### config.mk
export PLATFORM = sky130hd
export DESIGN_NAME = mmu_sequencer_flat
export DESIGN_NICKNAME = d
export VERILOG_FILES = /design/src/rtl/mmu_sequencer_if.sv /design/src/rtl/mmu_sequencer.sv /design/src/flat_wrapper.sv
export SDC_FILE = /design/constraint.sdc
export NUM_CORES = 1
export LEC_CHECK = 0
export CAP_MARGIN = 20
export CORE_UTILIZATION = 30
export DETAILED_ROUTE_END_ITERATION = 8
export GPL_TIMING_DRIVEN = 1
export PLACE_DENSITY = 0.73
export SLEW_MARGIN = 15
export SYNTH_ARGS = -nofsm -noshare
export SYNTH_HDL_FRONTEND = slang
export SYNTH_SLANG_ARGS = --single-unit
export TNS_END_PERCENT = 5
### constraint.sdc
create_clock -name clk -period 1.5 [get_ports clk]
set_clock_uncertainty 0.15 [all_clocks]
set_input_delay 0.15 -clock clk [delete_from_list [all_inputs] [get_ports clk]]
set_output_delay 0.15 -clock clk [all_outputs]
set_load 0.05 [all_outputs]
### src/rtl/mmu_sequencer_if.sv
// Host byte / operand store / feeder signal bundle for mmu_sequencer.
// Carries weight_reload only when MMU_SEQ_WEIGHT_REUSE_EN is defined.
interface mmu_sequencer_if #(
   parameter int DATA_W = 8
);
   logic              in_valid;
   logic [DATA_W-1:0] in_data;
   logic              in_ready;
   logic              mem_we;
   logic [2:0]        mem_addr;
   logic [DATA_W-1:0] mem_wdata;
   logic              feeder_en;
   logic [2:0]        mmu_cycle;
   logic              res_valid;
   logic [1:0]        res_idx;
   logic              busy;
`ifdef MMU_SEQ_WEIGHT_REUSE_EN
   logic              weight_reload;

   modport slave (
      input  in_valid, in_data, weight_reload,
      output in_ready, mem_we, mem_addr, mem_wdata,
             feeder_en, mmu_cycle, res_valid, res_idx, busy
   );
   modport master (
      output in_valid, in_data, weight_reload,
      input  in_ready, mem_we, mem_addr, mem_wdata,
             feeder_en, mmu_cycle, res_valid, res_idx, busy
   );
`else
   modport slave (
      input  in_valid, in_data,
      output in_ready, mem_we, mem_addr, mem_wdata,
             feeder_en, mmu_cycle, res_valid, res_idx, busy
   );
   modport master (
      output in_valid, in_data,
      input  in_ready, mem_we, mem_addr, mem_wdata,
             feeder_en, mmu_cycle, res_valid, res_idx, busy
   );
`endif
endinterface

### src/rtl/mmu_sequencer.sv
// Loads 8 operand bytes into the store, then runs one 2x2 systolic pass.
// Optional MMU_SEQ_WEIGHT_REUSE_EN: after the first pass only inputs (addr 4-7) are reloaded.
module mmu_sequencer #(
   parameter int DATA_W     = 8,
   parameter int LAST_CYCLE = 5,
   parameter int RES_FIRST  = 2
) (
   input  logic            clk,
   input  logic            rst,
   mmu_sequencer_if.slave  bus
);
   localparam logic [2:0] LAST_C  = LAST_CYCLE[2:0];
   localparam logic [2:0] FIRST_C = RES_FIRST[2:0];

   typedef enum logic {S_LOAD, S_COMPUTE} state_t;

   state_t     state_reg, state_next;
   logic [2:0] load_cnt_reg, load_cnt_next;
   logic [2:0] cycle_reg, cycle_next;
   logic       accept;
   logic [2:0] cycle_diff;
`ifdef MMU_SEQ_WEIGHT_REUSE_EN
   logic       reuse_reg, reuse_next;
`endif

   always_ff @(posedge clk or posedge rst) begin
      if (rst) begin
         state_reg    <= S_LOAD;
         load_cnt_reg <= 3'd0;
         cycle_reg    <= 3'd0;
`ifdef MMU_SEQ_WEIGHT_REUSE_EN
         reuse_reg    <= 1'b0;
`endif
      end else begin
         state_reg    <= state_next;
         load_cnt_reg <= load_cnt_next;
         cycle_reg    <= cycle_next;
`ifdef MMU_SEQ_WEIGHT_REUSE_EN
         reuse_reg    <= reuse_next;
`endif
      end
   end

   always_comb begin
      state_next    = state_reg;
      load_cnt_next = load_cnt_reg;
      cycle_next    = cycle_reg;
      accept        = 1'b0;
`ifdef MMU_SEQ_WEIGHT_REUSE_EN
      reuse_next    = reuse_reg;
`endif
      case (state_reg)
         S_LOAD: begin
            accept = bus.in_valid;
            if (accept) begin
               if (load_cnt_reg == 3'd7) begin
                  state_next = S_COMPUTE;
                  cycle_next = 3'd0;
`ifdef MMU_SEQ_WEIGHT_REUSE_EN
                  // The flag is decided on the final byte so the next load knows where to start.
                  reuse_next    = !bus.weight_reload;
                  load_cnt_next = reuse_next ? 3'd4 : 3'd0;
`else
                  load_cnt_next = 3'd0;
`endif
               end else begin
                  load_cnt_next = load_cnt_reg + 3'd1;
               end
            end
         end
         S_COMPUTE: begin
            if (cycle_reg == LAST_C) begin
               state_next = S_LOAD;
               cycle_next = 3'd0;
            end else begin
               cycle_next = cycle_reg + 3'd1;
            end
         end
         default: state_next = S_LOAD;
      endcase
   end

   assign cycle_diff    = cycle_reg - FIRST_C;
   assign bus.in_ready  = (state_reg == S_LOAD);
   // Writes are suppressed while rst is held so every output except in_ready reads 0.
   assign bus.mem_we    = accept && !rst;
   assign bus.mem_addr  = bus.mem_we ? load_cnt_reg : 3'd0;
   assign bus.mem_wdata = bus.mem_we ? bus.in_data : '0;
   assign bus.feeder_en = (state_reg == S_COMPUTE);
   assign bus.busy      = (state_reg == S_COMPUTE);
   assign bus.mmu_cycle = cycle_reg;
   assign bus.res_valid = bus.busy && (cycle_reg >= FIRST_C) && (cycle_reg <= LAST_C);
   assign bus.res_idx   = bus.res_valid ? cycle_diff[1:0] : 2'd0;
endmodule

### src/flat_wrapper.sv
// flat-port wrapper written by rule: the top's interface ports become plain ports
module mmu_sequencer_flat 
#(
   parameter int DATA_W     = 8,
   parameter int LAST_CYCLE = 5,
   parameter int RES_FIRST  = 2
)
  (clk, rst, bus_in_valid, bus_in_data, bus_in_ready, bus_mem_we, bus_mem_addr, bus_mem_wdata, bus_feeder_en, bus_mmu_cycle, bus_res_valid, bus_res_idx, bus_busy);
  mmu_sequencer_if #(.DATA_W(DATA_W)) bus_i ();
  input  logic clk;
  input  logic rst;
  input wire logic [$bits(bus_i.in_valid)-1:0] bus_in_valid;
  input wire logic [$bits(bus_i.in_data)-1:0] bus_in_data;
  output wire logic [$bits(bus_i.in_ready)-1:0] bus_in_ready;
  output wire logic [$bits(bus_i.mem_we)-1:0] bus_mem_we;
  output wire logic [$bits(bus_i.mem_addr)-1:0] bus_mem_addr;
  output wire logic [$bits(bus_i.mem_wdata)-1:0] bus_mem_wdata;
  output wire logic [$bits(bus_i.feeder_en)-1:0] bus_feeder_en;
  output wire logic [$bits(bus_i.mmu_cycle)-1:0] bus_mmu_cycle;
  output wire logic [$bits(bus_i.res_valid)-1:0] bus_res_valid;
  output wire logic [$bits(bus_i.res_idx)-1:0] bus_res_idx;
  output wire logic [$bits(bus_i.busy)-1:0] bus_busy;
  assign bus_i.in_valid = bus_in_valid;
  assign bus_i.in_data = bus_in_data;
  assign bus_in_ready = bus_i.in_ready;
  assign bus_mem_we = bus_i.mem_we;
  assign bus_mem_addr = bus_i.mem_addr;
  assign bus_mem_wdata = bus_i.mem_wdata;
  assign bus_feeder_en = bus_i.feeder_en;
  assign bus_mmu_cycle = bus_i.mmu_cycle;
  assign bus_res_valid = bus_i.res_valid;
  assign bus_res_idx = bus_i.res_idx;
  assign bus_busy = bus_i.busy;
  mmu_sequencer #(.DATA_W(DATA_W), .LAST_CYCLE(LAST_CYCLE), .RES_FIRST(RES_FIRST)) u_core (.clk(clk), .rst(rst), .bus(bus_i));
endmodule
==> flow_metrics.env <==
export IMPL_drc=0
export IMPL_ys_top_cells_by_area="dfrtp_1, and2_4, ha_1"
export IMPL_area_delta_synth_final_pct=136
export IMPL_drtIter0Drc=3
export IMPL_syn_area_um2=464
export IMPL_grt_max_degree=9
export IMPL_io_buffers=31
export IMPL_die_w_um=41.3
export IMPL_drv_slew=0
export IMPL_post_cts_buffers=0
export IMPL_required_ps=1200
export IMPL_numCtsBuffers=3
export IMPL_vias=458
export IMPL_timing_hold_violations_final=0
export IMPL_clk_latency_ps=250
export IMPL_min_path_type="in -> async"
export IMPL_rows=13
export IMPL_yosysWarnings=0
export IMPL_timing_final_crit_period_ps=1590
export IMPL_n_fill_cell=79
export IMPL_ios=32
export IMPL_nNetsFinal=98
export IMPL_violations="negative setup slack"
export IMPL_antenna_found_initial=0
export IMPL_p_per_area_nw_per_um2=2100
export IMPL_core_area_um2=1370
export IMPL_wl_per_cell_um=13.9
export IMPL_cap_violations=0
export IMPL_synth_nets=58
export IMPL_end_kind="primary output"
export IMPL_grt_pass1_vias=456
export IMPL_arrival_ps=1290
export IMPL_hold_buffers=0
export IMPL_drt_wl_total_mm=1.38
export IMPL_fmax_mhz=631
export IMPL_dp_hpwl_mm=1.19
export IMPL_netlist_instances=45
export IMPL_cp_start_kind="flip-flop"
export IMPL_relSlewSlack=0.828
export IMPL_r2r_start="u_core.load_cnt_reg[1]"
export IMPL_cts_root_buf="clkbuf_4"
export IMPL_diodes=0
export IMPL_fin_crit_sh=1.06
export IMPL_drtAntennaViolNets=0
export IMPL_grt_overflow_total=0
export IMPL_worst_pin_slew_ps=257
export IMPL_drive_gt1_frac=0.619
export IMPL_htreeDepth=1
export IMPL_start_util=0.340
export IMPL_p_total_mw=2.29
export IMPL_cts_tree="done"
export IMPL_avgSynthCellArea_um2=10.3
export IMPL_synth_seq_cells=7
export IMPL_synth_largest_area_cell="dfrtp_1"
export IMPL_clockBufferDepth=2
export IMPL_dp_worst_setup_slack_ps=-146
export IMPL_grt_setup_unrepaired="true"
export IMPL_multi_input_area_um2=304
export IMPL_setup_viol=15
export IMPL_register_area_um2=179
export IMPL_place_congestion=0.743
export IMPL_synth_cell_types=20
export IMPL_grt_first_pass_wirelength_mm=2.05
export IMPL_fin_ws_ps=-85.4
export IMPL_critPathKind="reg -> out"
export IMPL_dr_pass1_iters=2
export IMPL_outcome="finished, violations left"
export IMPL_yosysSeqAreaShare=0.377
export IMPL_leakagePower_nw=0.500
export IMPL_synth_top_cell_area_share=0.377
export IMPL_via_per_inst=4.63
export IMPL_die_h_um=41.3
export IMPL_die_area_um2=1710
export IMPL_ir_worst_vdd_uv=1350
export IMPL_crit_start="u_core.bus.busy"
export IMPL_grt_util_all_layers=0.197
export IMPL_cp_max_fo=6
export IMPL_path_clk_slew_ps=60
export IMPL_cts_sinks=7
-- metal layers --
layer  GRT usage  part of all wire  vias to the layer above
met5           0                 0                        -
met4       0.129                 0                        0
met3      0.0532             0.083                        0
met2       0.371              0.57                       20
met1       0.183              0.34                      215
li1            -                 -                      223
-- layout make-up --
| cell class | count | area share |
|---|---|---|
| multi-input cells | 35 | 0.278 |
| well taps | 15 | 0.0171 |
| clock buffers | 3 | 0.0206 |
| flip-flops and latches | 7 | 0.163 |
| clock inverters | 1 | 0.00457 |
| repair buffers | 36 | 0.510 |
| inverters | 2 | 0.00686 |
-- metrics by stage --
step	utilization	TNS (ps)	cells	hold slack [ps]	instance area, um^2
CTS	0.801	-1490	99	172	1090
floorplan	-	-831	45	-197	483
finish	0.801	-996	99	166	1090
detailed placement	0.762	-1430	94	355	1040
global route	0.801	-2220	99	199	1090
global placement	0.762	-949	94	350	1040
-- cell families (layout without fill, tap and decap cells) --
group / Yosys count / in the layout / synth area share
simple gates: 24 / 25 / 0.364
flops: 7 / 7 / 0.377
compound gates: 4 / 4 / 0.0566
buf+inv: 4 / 42 / 0.0566
mux: 3 / 3 / 0.0728
fa+ha+maj: 2 / 2 / 0.0539
xor+xnor: 1 / 1 / 0.0189
-- cells in the final DEF (no fill, tap or decap) --
| master | n |
|---|---|
| buf_12 | 21 |
| and2_4 | 12 |
| clkdlybuf4s50_1 | 10 |
| buf_4 | 5 |
| nand2_1 | 4 |
| dfrtp_1 | 4 |
| nor2_4 | 3 |
| clkbuf_4 | 3 |
| dfrtp_2 | 3 |
| mux2_1 | 2 |
| a21oi_1 | 2 |
| nand2b_1 | 2 |
| inv_1 | 2 |
| ha_1 | 2 |
| nand2b_4 | 1 |
| nor2_1 | 1 |
| a22o_1 | 1 |
| xor2_2 | 1 |
| nor2b_4 | 1 |
| mux2_2 | 1 |
| nor3_1 | 1 |
| a21o_1 | 1 |
| clkinv_2 | 1 |
-- where the power goes --
part,switching [mW],internal (mW)
combinational,0.866,0.847
sequential,0.126,0.288
clock,0.0691,0.0973
total,1.06,1.23
-- final timing paths --
check | to | slack (ps) | depth (start not counted)
max | bus_mem_wdata[3] | -90 | 4
max reg2reg | u_core.bus.mmu_cycle[1] | -10 | 5
min | u_core.bus.mmu_cycle[0] | 170 | 2
min reg2reg | u_core.load_cnt_reg[2] | 390 | 1
min in group clk | u_core.load_cnt_reg[2] | 390 | 1
max in group asynchronous | u_core.bus.mmu_cycle[1] | 810 | 2
-- worst max-delay path, stage by stage, from the launching register on --
cell	delay, ps
dfrtp_2	400
nand2b_4	170
nor2_4	160
and2_4	180
buf_12	130
-- cell usage after synthesis --
cell type and number:
and2_4 9, dfrtp_1 7, nand2_1 4, and2_1 3, a21oi_1 2, ha_1 2
inv_1 2, mux2_1 2, nand2b_1 2, nor2_1 2, a21o_1 1, a22o_1 1
buf_4 1, buf_6 1, mux2_2 1, nand2b_4 1, nor2_4 1, nor2b_1 1
nor3_1 1, xor2_1 1
-- repair_timing --
| item | in CTS | in global routing |
|---|---|---|
| setup endpoints to repair | 14 | 19 |
| pin swaps | 8 | 7 |
| resized for setup | 5 | 0 |
| endpoints found under the hold margin | 0 | 0 |
| cloned | 1 | 0 |
No activity file was read; power rests on OpenSTA's default activity.
